--- src/rtl/module_reg_ctrl_uart_multi_pkg.sv ---
// Shared definitions for the multi-channel UART control register:
// control-word bit positions and the per-channel launch state type.
// Optional feature macro used by the design: UART_REG_IRQ_EN.
package pkg_uart_reg;

  localparam int BIT_SEND = 0;
  localparam int BIT_DONE = 1;
  localparam int BIT_ERR  = 2;
  localparam int BIT_IE   = 3;

  typedef enum logic [1:0] {
    IDLE,
    LAUNCH,
    WAIT_BUSY,
    WAIT_DONE
  } ch_state_t;

endpackage

--- src/rtl/module_reg_ctrl_uart_multi_ch.sv ---
// One UART control channel: control word register, launch FSM and
// busy timeout counter. With UART_REG_IRQ_EN defined, irq is a registered
// IE & (DONE | ERR); otherwise irq is tied low and IE is plain storage.
module module_reg_ctrl_uart_ch
  import pkg_uart_reg::*;
#(
  parameter int DATA_W      = 32,
  parameter int TIMEOUT_CYC = 1023
) (
  input  logic                clk_i,
  input  logic                rst_i,
  input  logic                we_micro,
  input  logic [DATA_W/8-1:0] be_micro,
  input  logic [DATA_W-1:0]   data,
  input  logic                we_fsm,
  input  logic [DATA_W-1:0]   fsm_data,
  input  logic                busy,
  output logic [DATA_W-1:0]   word,
  output logic                start,
  output logic                irq
);

  localparam int CNT_W = (TIMEOUT_CYC > 1) ? $clog2(TIMEOUT_CYC + 1) : 1;
  localparam logic [CNT_W-1:0] TIMEOUT_VAL = CNT_W'(TIMEOUT_CYC);

  ch_state_t         state, state_n;
  logic [CNT_W-1:0]  cnt, cnt_n;
  logic [DATA_W-1:0] word_n;
  logic              hw_done, hw_err;

  // State, timeout counter and control word registers
  always_ff @(posedge clk_i) begin
    if (rst_i) begin
      state <= IDLE;
      cnt   <= '0;
      word  <= '0;
    end else begin
      state <= state_n;
      cnt   <= cnt_n;
      word  <= word_n;
    end
  end

  // Launch sequencing, status events and word write precedence
  always_comb begin
    state_n = state;
    cnt_n   = cnt;
    hw_done = 1'b0;
    hw_err  = 1'b0;
    start   = 1'b0;
    unique case (state)
      IDLE: begin
        if (word[BIT_SEND]) state_n = LAUNCH;
      end
      LAUNCH: begin
        start   = !rst_i;
        cnt_n   = '0;
        state_n = WAIT_BUSY;
      end
      WAIT_BUSY: begin
        if (busy) begin
          state_n = WAIT_DONE;
        end else begin
          cnt_n = cnt + 1'b1;
          if (cnt_n == TIMEOUT_VAL) begin
            hw_err  = 1'b1;
            state_n = IDLE;
          end
        end
      end
      WAIT_DONE: begin
        if (!busy) begin
          hw_done = 1'b1;
          state_n = IDLE;
        end
      end
      default: state_n = IDLE;
    endcase

    word_n = word;
    if (we_fsm) begin
      word_n = fsm_data;
    end else begin
      if (we_micro) begin
        for (int b = 0; b < DATA_W/8; b++) begin
          if (be_micro[b]) word_n[b*8 +: 8] = data[b*8 +: 8];
        end
      end
      if (hw_done) begin
        word_n[BIT_DONE] = 1'b1;
        word_n[BIT_SEND] = 1'b0;
      end
      if (hw_err) begin
        word_n[BIT_ERR]  = 1'b1;
        word_n[BIT_SEND] = 1'b0;
      end
    end
  end

`ifdef UART_REG_IRQ_EN
  // Interrupt follows the enabled status bits one cycle later
  always_ff @(posedge clk_i) begin
    if (rst_i) irq <= 1'b0;
    else       irq <= word[BIT_IE] & (word[BIT_DONE] | word[BIT_ERR]);
  end
`else
  assign irq = 1'b0;
`endif

endmodule

--- src/rtl/module_reg_ctrl_uart_multi.sv ---
// Multi-channel UART control register top: decodes the processor channel
// select and packs the per-channel words. Interrupts exist only when
// UART_REG_IRQ_EN is defined.
module module_reg_ctrl_uart_multi
  import pkg_uart_reg::*;
#(
  parameter int N_CH        = 2,
  parameter int DATA_W      = 32,
  parameter int TIMEOUT_CYC = 1023
) (
  input  logic                                     clk_i,
  input  logic                                     rst_i,
  input  logic                                     we_micro_i,
  input  logic [((N_CH > 1) ? $clog2(N_CH) : 1)-1:0] ch_sel_micro_i,
  input  logic [DATA_W/8-1:0]                      be_micro_i,
  input  logic [DATA_W-1:0]                        data_i,
  input  logic [N_CH-1:0]                          we_fsm_i,
  input  logic [N_CH*DATA_W-1:0]                   instruccion_fsm_i,
  input  logic [N_CH-1:0]                          busy_i,
  output logic [N_CH*DATA_W-1:0]                   instrucciones_fsm_o,
  output logic [N_CH-1:0]                          start_o,
  output logic [N_CH-1:0]                          irq_o
);

  localparam int SEL_W = (N_CH > 1) ? $clog2(N_CH) : 1;

  // Out-of-range selects match no channel, so those writes are dropped
  for (genvar k = 0; k < N_CH; k++) begin : g_ch
    logic sel_hit;
    assign sel_hit = we_micro_i && (ch_sel_micro_i == SEL_W'(k));

    module_reg_ctrl_uart_ch #(
      .DATA_W      (DATA_W),
      .TIMEOUT_CYC (TIMEOUT_CYC)
    ) u_ch (
      .clk_i    (clk_i),
      .rst_i    (rst_i),
      .we_micro (sel_hit),
      .be_micro (be_micro_i),
      .data     (data_i),
      .we_fsm   (we_fsm_i[k]),
      .fsm_data (instruccion_fsm_i[k*DATA_W +: DATA_W]),
      .busy     (busy_i[k]),
      .word     (instrucciones_fsm_o[k*DATA_W +: DATA_W]),
      .start    (start_o[k]),
      .irq      (irq_o[k])
    );
  end

endmodule

--- config.mk ---
export PLATFORM = sky130hd
export DESIGN_NAME = module_reg_ctrl_uart_multi
export DESIGN_NICKNAME = d
export VERILOG_FILES = /design/src/rtl/module_reg_ctrl_uart_multi_pkg.sv /design/src/rtl/module_reg_ctrl_uart_multi_ch.sv /design/src/rtl/module_reg_ctrl_uart_multi.sv
export SDC_FILE = /design/constraint.sdc
export NUM_CORES = 1
export LEC_CHECK = 0
export CAP_MARGIN = 30
export CORE_ASPECT_RATIO = 1.75
export CORE_MARGIN = 3
export CORE_UTILIZATION = 40
export CTS_CLUSTER_SIZE = 12
export DETAILED_ROUTE_END_ITERATION = 8
export GPL_TIMING_DRIVEN = 1
export PLACE_DENSITY = 0.79
export REMOVE_ABC_BUFFERS = 1
export SYNTH_ARGS = -nofsm -noshare
export SYNTH_HDL_FRONTEND = slang
export SYNTH_SLANG_ARGS = --single-unit
--- constraint.sdc ---
create_clock -name clk_i -period 4.6 [get_ports clk_i]
set_input_delay 0.92 -clock clk_i [delete_from_list [all_inputs] [get_ports clk_i]]
set_output_delay 0.92 -clock clk_i [all_outputs]
set_load 0.03 [all_outputs]
==> reports/qor.yml, run 1 <==
drive_gt1_share_pct: 6.34
grt_pass1_vias: 4720
dr.pass1.iters: 4
grt_max_degree: 66
finalClockSkew_ns: 0.00729
r2r-start: "g_ch[1].u_ch.cnt[0]$_SDFFE_PP0P_"
maxSlewHeadroom_pct: 51.6
diodes: 0
hold_class: "register to register"
critPathCaptureType: "output pin"
worstPathMaxFanout: 27
die_w_um: 88.5
ys_warn_count: 0
netSwitchingFraction_pct: 28.9
synthesis.area_um2: 4770
yosys.area.top_type_share_pct: 37.0
grt_pass1_wl_um: 22700
setup_viol: 0
startpoint: "rst_i"
detail-route-antenna-nets: 0
die_area_um2: 13300
htree_levels: 3
hold_viol_final: 0
cts_setup_buffers: 0
antenna_found_initial: 0
p_int_mw: 1.38
fin_crit_sh_pct: 67.5
clock_sinks: 88
slowest_stage: "clkdlybuf4s50_1"
gp_congestion: 0.854
post_cts_resized: 0
slew_viol_final: 0
ir_drop_mv: 0.200
start_util_pct: 41.2
synthTopCellsByCount: "nor2_1 (112), dfxtp_1 (88), a21oi_1 (62)"
die_height_um: 150
io_pins: 176
r2r-end: "g_ch[1].u_ch.word[2]$_SDFFE_PP0P_"
maxCapViolations: 0
nFillCells: 1035
grt_overflow: 0
synthCells: 578
crit_path_max_incr_delay_ns: 0.71
drt_iter0_drc: 351
synth_top_area_cell: "dfxtp_1"
min_period_ns: 3.10
share_comb_of_total_power_pct: 21.4
fp-row-count: 52
finalNetCount: 832
avgSynthCellArea_um2: 8.25
cp.arrival_ns: 2.18
synthTopCellsByArea: "dfxtp_1 (37%), mux2i_1 (12%), nor2_1 (8.8%)"
wl_per_cell_um: 16.5
rr_worst_depth: 6
tightest_slew_ns: 0.726
route.detailed.drc: 0
yosysUniqueCellTypes: 60
cp-endpoint: "start_o[0]"
max_freq_mhz: 322
track_usage_pct: 21.5
clk_pin_slew_ns: 0.06
areaGrowthSynthToFinish_pct: 42.3
ys_ff_latch: 88
portBuffers: 173
clock_path_buffers: 2
synth_edf_count: 0
hpwl_um: 10600
routed_via_density: 5.53
regToRegSetupSlack_ns: 2.34
status: "finished, final reports clean"
synth_most_common_cell: "nor2_1"
crit_chain: "buf_2 > nor3b_1 > clkdlybuf4s50_1"
cts_root_buf: "clkbuf_16"
ys_async_sr_fraction_pct: 0
cts_inserted_buffers: 9
core_region_area_um2: 11600
vias: 4758
power.leakage_nw: 2.68
cts_hold_buf: 0
pwr-share-seq_pct: 42.7
critical_path_required_ns: 3.68
start_kind: "input port"
rsz0062_at_grt: "false"
p_switching_mw: 0.562
power.density_nw_per_um2: 287
synth_seq_area_share_pct: 37.0
clockPowerShare_pct: 35.9
routed_wl_um: 14200
cts_tree: "built"
final_util_pct: 58.6
crit_type: "input port to output pin"
tns_ns: 0
ys.flop_type: "dfxtp_1"
insertion_delay_ns: 0.34
[per-layer routing]
metal  global-route usage [%]  vias to the layer above  wire length, um  share of wire (%)
li1                         -                     2325                -                  -
met1                     24.4                     2211             5330                 38
met2                     37.0                      192             7290                 51
met3                     6.96                       30             1150                8.1
met4                     8.17                        0              401                2.8
met5                        0                        -                0                  0
[power by group through the flow]
stage	clock network, mW	logic (mW)	registers (mW)
after detailed placement	0	0.415	0.847
after floorplan	0	0.115	0.916
final	0.699	0.416	0.830
after CTS	0.715	0.417	0.830
after global placement	0	0.406	0.845
after global routing	0.747	0.446	0.836
[cell type report]
cell class | count | area (um^2) | share of cell area [%]
timing repair buffer | 177 | 1760 | 25.9
multi-input combinational | 435 | 2780 | 41.0
inverter | 9 | 33.8 | 0.498
clock inverter | 6 | 51.3 | 0.756
sequential | 88 | 1760 | 26.0
tap | 135 | 169 | 2.49
clock buffer | 10 | 229 | 3.38
[stage by stage]
step | hold slack [ns] | setup WS (ns) | power, mW | cells | instance area, um^2
2_1_floorplan | 0.470 | 2.03 | 1.03 | 532 | 4570
3_3_place_gp | 0.456 | 1.36 | 1.25 | 843 | 6480
3_5_place_dp | 0.469 | 1.31 | 1.26 | 843 | 6480
4_1_cts | 0.478 | 1.50 | 1.96 | 859 | 6760
5_1_grt | 0.497 | 1.41 | 2.03 | 860 | 6780
6_report | 0.474 | 1.50 | 1.95 | 860 | 6780
[layout by cell type, fill, tap and decap left out, drive strengths merged, types with 11 or more instances in the layout]
cell	Yosys	layout
a21oi	62	62
clkdlybuf4s50	0	170
dfxtp	88	88
inv	9	12
mux2	25	25
mux2i	59	59
nand2	25	25
nand3	25	25
nor2	113	113
nor2b	11	11
[flip-flops by register name (all words and copies together), names as in the netlist]
signal           count
g_ch.u_ch.word      64
g_ch.u_ch.state      4
g_ch.u_ch.cnt       20
[critical path: cells and delay by family]
kind                   cells  cell delay (ns)
buffers and inverters      2             0.98
and+or+nand+nor            1             0.28
[worst min-delay path by stage]
stage,from,endpoint,slack [ns],cells after the start
4_1_cts,g_ch[1].u_ch.word[1]$_SDFFE_PP0P_,g_ch[1].u_ch.word[1]$_SDFFE_PP0P_,0.48,2
2_1_floorplan,g_ch[1].u_ch.cnt[9]$_SDFFE_PP0P_,g_ch[1].u_ch.cnt[9]$_SDFFE_PP0P_,0.47,2
3_5_place_dp,g_ch[1].u_ch.word[1]$_SDFFE_PP0P_,g_ch[1].u_ch.word[1]$_SDFFE_PP0P_,0.47,2
3_3_place_gp,g_ch[1].u_ch.word[1]$_SDFFE_PP0P_,g_ch[1].u_ch.word[1]$_SDFFE_PP0P_,0.46,2
6_report,g_ch[1].u_ch.word[1]$_SDFFE_PP0P_,g_ch[1].u_ch.word[1]$_SDFFE_PP0P_,0.47,2
5_1_grt,g_ch[1].u_ch.word[1]$_SDFFE_PP0P_,g_ch[1].u_ch.word[1]$_SDFFE_PP0P_,0.50,2
[kinds of logic after synthesis]
kind of cell,Yosys count,share of synthesized area [%]
multiplexers,84,18.3
XOR/XNOR,3,0.551
AO/OA/AOI/OAI,108,13.7
AND/OR/NAND/NOR,234,24.5
flip-flops,88,37.0
buffers and inverters,56,4.83
adder cells (fa/ha/maj),4,1.05
other,1,0.0787
(Power assumes the default switching activity.)
==> run 2: changes to the inputs <==
Settings changed: PLACE_DENSITY 0.79 to 0.82.
Clock period 4.6 ns to 2.85 ns, I/O delays scaled along.
==> reports/qor.yml, run 2 (synthesis results as in run 1) <==
slew_viol_final: 0  # unchanged
maxSlewHeadroom_pct: 34.4  # was 51.6%
worstPathMaxFanout: 15  # was 27
route.detailed.drc: 0  # unchanged
vias: 4781  # was 4,758
clock_sinks: 88  # unchanged
diodes: 0  # unchanged
cp.arrival_ns: 1.79  # was 2.18 ns
die_height_um: 150  # unchanged
start_kind: "register"  # was input port
top_regs: "g_ch.u_ch.word: 64 flops, g_ch.u_ch.cnt: 20 flops, g_ch.u_ch.state: 4 flops"  # unchanged
layout_common_cells: "clkdlybuf4s50_1 (170), nor2_1 (112), dfxtp_1 (88)"  # unchanged
grt_pass1_wl_um: 22700  # about the same
htree_levels: 3  # unchanged
die_area_um2: 13300  # unchanged
finalClockSkew_ns: 0.00438  # was 0.00729 ns
finalNetCount: 836  # was 832
drt_iter0_drc: 226  # was 351
detail-route-antenna-nets: 0  # unchanged
multi_input_area_um2: 2780  # unchanged
dr.pass1.iters: 5  # was 4
regMostFlops: "g_ch.u_ch.word"  # unchanged
dp_cells: 848  # was 843
fin_crit_sh_pct: 82.9
final_util_pct: 59.2  # was 58.6%
routed_via_density: 5.53  # about the same
post_cts_resized: 0  # unchanged
ir_drop_mv: 0.316  # was 0.200 mV
drive_gt1_share_pct: 7.00  # was 6.34%
hold_viol_final: 0  # unchanged
power.leakage_nw: 2.73  # was 2.68 nW
io_pins: 176  # unchanged
routed_wl_um: 14500  # was 14,200 um
largest_register_ff_count: 64  # unchanged
hold_class: "register to register"  # unchanged
status: "finished, final reports clean"  # unchanged
register_area_um2: 1760  # unchanged
gp_congestion: 0.910  # was 0.854
place_ws_ns: 0.287  # was 1.31 ns
critical_path_required_ns: 2.28  # was 3.68 ns
cts_inserted_buffers: 9  # unchanged
crit_type: "register to output pin"  # was input port to output pin
cts_root_buf: "clkbuf_16"  # unchanged
clock_path_buffers: 2  # unchanged
layout.cells.non_filler: 864  # was 860
wl_per_cell_um: 16.8  # was 16.5 um
nFillCells: 1025  # was 1,035
clk_pin_slew_ns: 0.06  # about the same
core_region_area_um2: 11600  # unchanged
antenna_found_initial: 0  # unchanged
start_util_pct: 41.2  # unchanged
fp-row-count: 52  # unchanged
min_period_ns: 2.36
tightest_slew_ns: 0.984  # was 0.726 ns
cts_hold_buf: 0  # unchanged
track_usage_pct: 21.7  # was 21.5%
grt_overflow: 0  # unchanged
finalWorstSetupSlack_ns: 0.486  # was 1.50 ns
setup_viol: 0  # unchanged
tns_ns: 0  # unchanged
grt_max_degree: 90  # was 66
portBuffers: 173  # unchanged
cts_setup_buffers: 0  # unchanged
die_w_um: 88.5  # unchanged
grt_pass1_vias: 4731  # was 4,720
hpwl_um: 10900  # was 10,600 um
rsz0062_at_grt: "false"  # unchanged
areaGrowthSynthToFinish_pct: 43.9  # was 42.3%
maxCapViolations: 0  # unchanged
critPathCaptureType: "output pin"  # unchanged
power.density_nw_per_um2: 487  # was 287 nW/um^2
insertion_delay_ns: 0.34  # about the same
final_common_cell: "clkdlybuf4s50_1"  # unchanged
max_freq_mhz: 423
cts_tree: "built"  # unchanged
-- run 2: power breakdown --
part           total [mW]  internal [mW]  switching (mW)
Sequential           1.33           1.29          0.0402
Combinational       0.686          0.340           0.346
Clock                1.32          0.797           0.522
Total                3.34           2.43           0.909
-- run 2: final cells by class --
cell class / instances / area share (%)
timing repair buffer: 181 / 26.1
sequential: 88 / 25.7
clock buffer: 10 / 3.48
tap: 135 / 2.46
clock inverter: 6 / 1.31
inverter: 9 / 0.492
multi-input combinational: 435 / 40.5
-- run 2: metal layers --
layer / track usage [%] / routed length (um)
met1: 22.8 / 5250
met2: 40.0 / 7910
met3: 5.53 / 975
met4: 8.70 / 354
met5: 0 / 0
-- run 2: worst max-delay path, cell delays in order, from the launching register on --
cell and delay [ns]:
dfxtp_1 0.48, nor3b_1 0.27, clkdlybuf4s50_1 0.70
-- run 2: worst paths after layout --
path              cells past startpoint  slack, ns                                 to                               start
setup / recovery                      2       0.49                         start_o[1]  g_ch[1].u_ch.state[1]$_SDFFE_PP0P_
hold / removal                        2       0.49  g_ch[1].u_ch.word[1]$_SDFFE_PP0P_   g_ch[1].u_ch.word[1]$_SDFFE_PP0P_
setup reg to reg                      6       0.53  g_ch[1].u_ch.word[2]$_SDFFE_PP0P_    g_ch[1].u_ch.cnt[1]$_SDFFE_PP0P_
hold reg to reg                       2       0.49  g_ch[1].u_ch.word[1]$_SDFFE_PP0P_   g_ch[1].u_ch.word[1]$_SDFFE_PP0P_
-- run 2: stage by stage --
step	cell area (um^2)	hold slack [ns]	total power, mW
floorplan	4570	0.470	1.66
global placement	6530	0.464	2.03
global route	6860	0.499	3.45
finish	6860	0.485	3.34
detailed placement	6530	0.479	2.05
CTS	6860	0.489	3.36
==> run 3: changes to the inputs <==
Settings changed: PLACE_DENSITY 0.82 to 0.79.
Clock period 2.85 ns to 2.25 ns, I/O delays scaled along.
==> reports/qor.yml, run 3 (synthesis results as in run 1) <==
ir_drop_mv: 0.407  # was 0.316 mV
cts_hold_buf: 0  # unchanged
hold_viol_final: 0  # unchanged
cp.arrival_ns: 1.60  # was 1.79 ns
clk_pin_slew_ns: 0.06  # about the same
vias: 4842  # was 4,781
regMostFlops: "g_ch.u_ch.word"  # unchanged
final_common_cell: "clkdlybuf4s50_1"  # unchanged
crit_chain: "nor3b_1 > clkdlybuf4s50_1"  # unchanged
cts_root_buf: "clkbuf_16"  # unchanged
start_util_pct: 41.2  # unchanged
gp_congestion: 0.884  # was 0.910
slowest_stage: "clkdlybuf4s50_1"  # unchanged
routed_wl_um: 14600  # was 14,500 um
largest_register_ff_count: 64  # unchanged
min_period_ns: 2.05
portBuffers: 173  # unchanged
tightest_slew_ns: 0.609  # was 0.984 ns
cts_tree: "built"  # unchanged
finalNetCount: 855  # was 836
fin_crit_sh_pct: 91.3
grt_pass1_vias: 4941  # was 4,731
setup_viol: 0  # unchanged
finalClockSkew_ns: 0.00896  # was 0.00438 ns
htree_levels: 3  # unchanged
cp_top_family: "buffers and inverters"  # unchanged
critical_path_required_ns: 1.80  # was 2.28 ns
power.density_nw_per_um2: 602  # was 487 nW/um^2
crit_buf_inv: 1  # unchanged
antenna_found_initial: 0  # unchanged
slew_viol_final: 0  # unchanged
grt_max_degree: 59  # was 90
drive_gt1_share_pct: 9.36  # was 7.00%
cts_inserted_buffers: 9  # unchanged
cts_setup_buffers: 0  # unchanged
wl_per_cell_um: 16.5  # was 16.8 um
dp_cells: 867  # was 848
top_regs: "g_ch.u_ch.word: 64 flops, g_ch.u_ch.cnt: 20 flops, g_ch.u_ch.state: 4 flops"  # unchanged
crit_path_max_incr_delay_ns: 0.71  # was 0.70 ns
power.leakage_nw: 2.82  # was 2.73 nW
grt_pass1_wl_um: 23400  # was 22,700 um
die_area_um2: 13300  # unchanged
maxSlewHeadroom_pct: 59.4  # was 34.4%
crit_type: "register to output pin"  # unchanged
diodes: 0  # unchanged
detail-route-antenna-nets: 0  # unchanged
final_util_pct: 60.4  # was 59.2%
track_usage_pct: 22.2  # was 21.7%
grt_overflow: 0  # unchanged
areaGrowthSynthToFinish_pct: 46.7  # was 43.9%
clock_sinks: 88  # unchanged
hold_class: "register to register"  # unchanged
hpwl_um: 11000  # was 10,900 um
start_kind: "register"  # unchanged
die_w_um: 88.5  # unchanged
drt_iter0_drc: 231  # was 226
post_cts_resized: 0  # unchanged
core_region_area_um2: 11600  # unchanged
dr.pass1.iters: 4  # was 5
maxCapViolations: 0  # unchanged
rsz0062_at_grt: "false"  # unchanged
status: "finished, final reports clean"  # unchanged
insertion_delay_ns: 0.34  # about the same
layout_common_cells: "clkdlybuf4s50_1 (169), nor2_1 (112), dfxtp_1 (88)"  # was clkdlybuf4s50_1 (170), nor2_1 (112), dfxtp_1 (88)
layout.cells.non_filler: 883  # was 864
fp-row-count: 52  # unchanged
worstPathMaxFanout: 2  # was 15
nFillCells: 1009  # was 1,025
route.detailed.drc: 0  # unchanged
max_freq_mhz: 487
io_pins: 176  # unchanged
routed_via_density: 5.48  # was 5.53
clock_path_buffers: 2  # unchanged
critPathCaptureType: "output pin"  # unchanged
die_height_um: 150  # unchanged
run 3: changes by cell type in the layout (fill, tap and decap cells not counted), sizes merged:
cell / change
buf: +20
clkdlybuf4s50: -1
run 3: per-layer routing:
layer	vias to the layer above	part of all wire, %	GRT usage (%)
met1	2291	38	23.7
li1	2359	-	-
met5	-	0	0
met3	19	6.5	6.63
met2	173	54	40.1
met4	0	2.3	8.09
run 3: worst register-to-register path, cell delays in order (launching register included):
cell,delay [ns]
dfxtp_1,0.52
nand4_4,0.18
or4_4,0.55
a32oi_2,0.28
nand3_1,0.16
a211oi_2,0.22
run 3: final cells by class:
| cell class | instances | area (um^2) | area share (%) |
|---|---|---|---|
| timing repair buffer | 200 | 1930 | 27.6 |
| multi-input combinational | 435 | 2780 | 39.7 |
| tap | 135 | 169 | 2.42 |
| clock inverter | 6 | 90.1 | 1.29 |
| inverter | 9 | 33.8 | 0.483 |
| clock buffer | 10 | 229 | 3.27 |
| sequential | 88 | 1760 | 25.2 |
run 3: where the power goes:
group | internal, mW | switching (mW) | total, mW
Sequential | 1.64 | 0.0471 | 1.68
Combinational | 0.446 | 0.448 | 0.894
Clock | 0.980 | 0.647 | 1.63
Total | 3.06 | 1.14 | 4.21
run 3: worst paths after layout:
| check | startpoint | to | slack [ns] | depth (start not counted) |
|---|---|---|---|---|
| hold reg to reg | g_ch[1].u_ch.word[1]$_SDFFE_PP0P_ | g_ch[1].u_ch.word[1]$_SDFFE_PP0P_ | 0.49 | 2 |
| setup / recovery | g_ch[1].u_ch.state[0]$_SDFFE_PP0P_ | start_o[1] | 0.20 | 2 |
| setup reg to reg | g_ch[1].u_ch.cnt[2]$_SDFFE_PP0P_ | g_ch[1].u_ch.word[2]$_SDFFE_PP0P_ | 0.26 | 5 |
| hold / removal | g_ch[1].u_ch.word[1]$_SDFFE_PP0P_ | g_ch[1].u_ch.word[1]$_SDFFE_PP0P_ | 0.49 | 2 |
run 3: per-stage QoR:
| stage | TNS [ns] | worst slack (ns) | area, um^2 | power (mW) | hold slack [ns] |
|---|---|---|---|---|---|
| CTS | 0 | 0.177 | 6990 | 4.24 | 0.493 |
| finish | 0 | 0.196 | 6990 | 4.21 | 0.494 |
| global placement | -0.0774 | -0.0166 | 6670 | 2.59 | 0.458 |
| floorplan | 0 | 0.303 | 4570 | 2.11 | 0.470 |
| detailed placement | -1.48 | -0.144 | 6670 | 2.61 | 0.484 |
| global route | 0 | 0.0372 | 6990 | 4.37 | 0.507 |
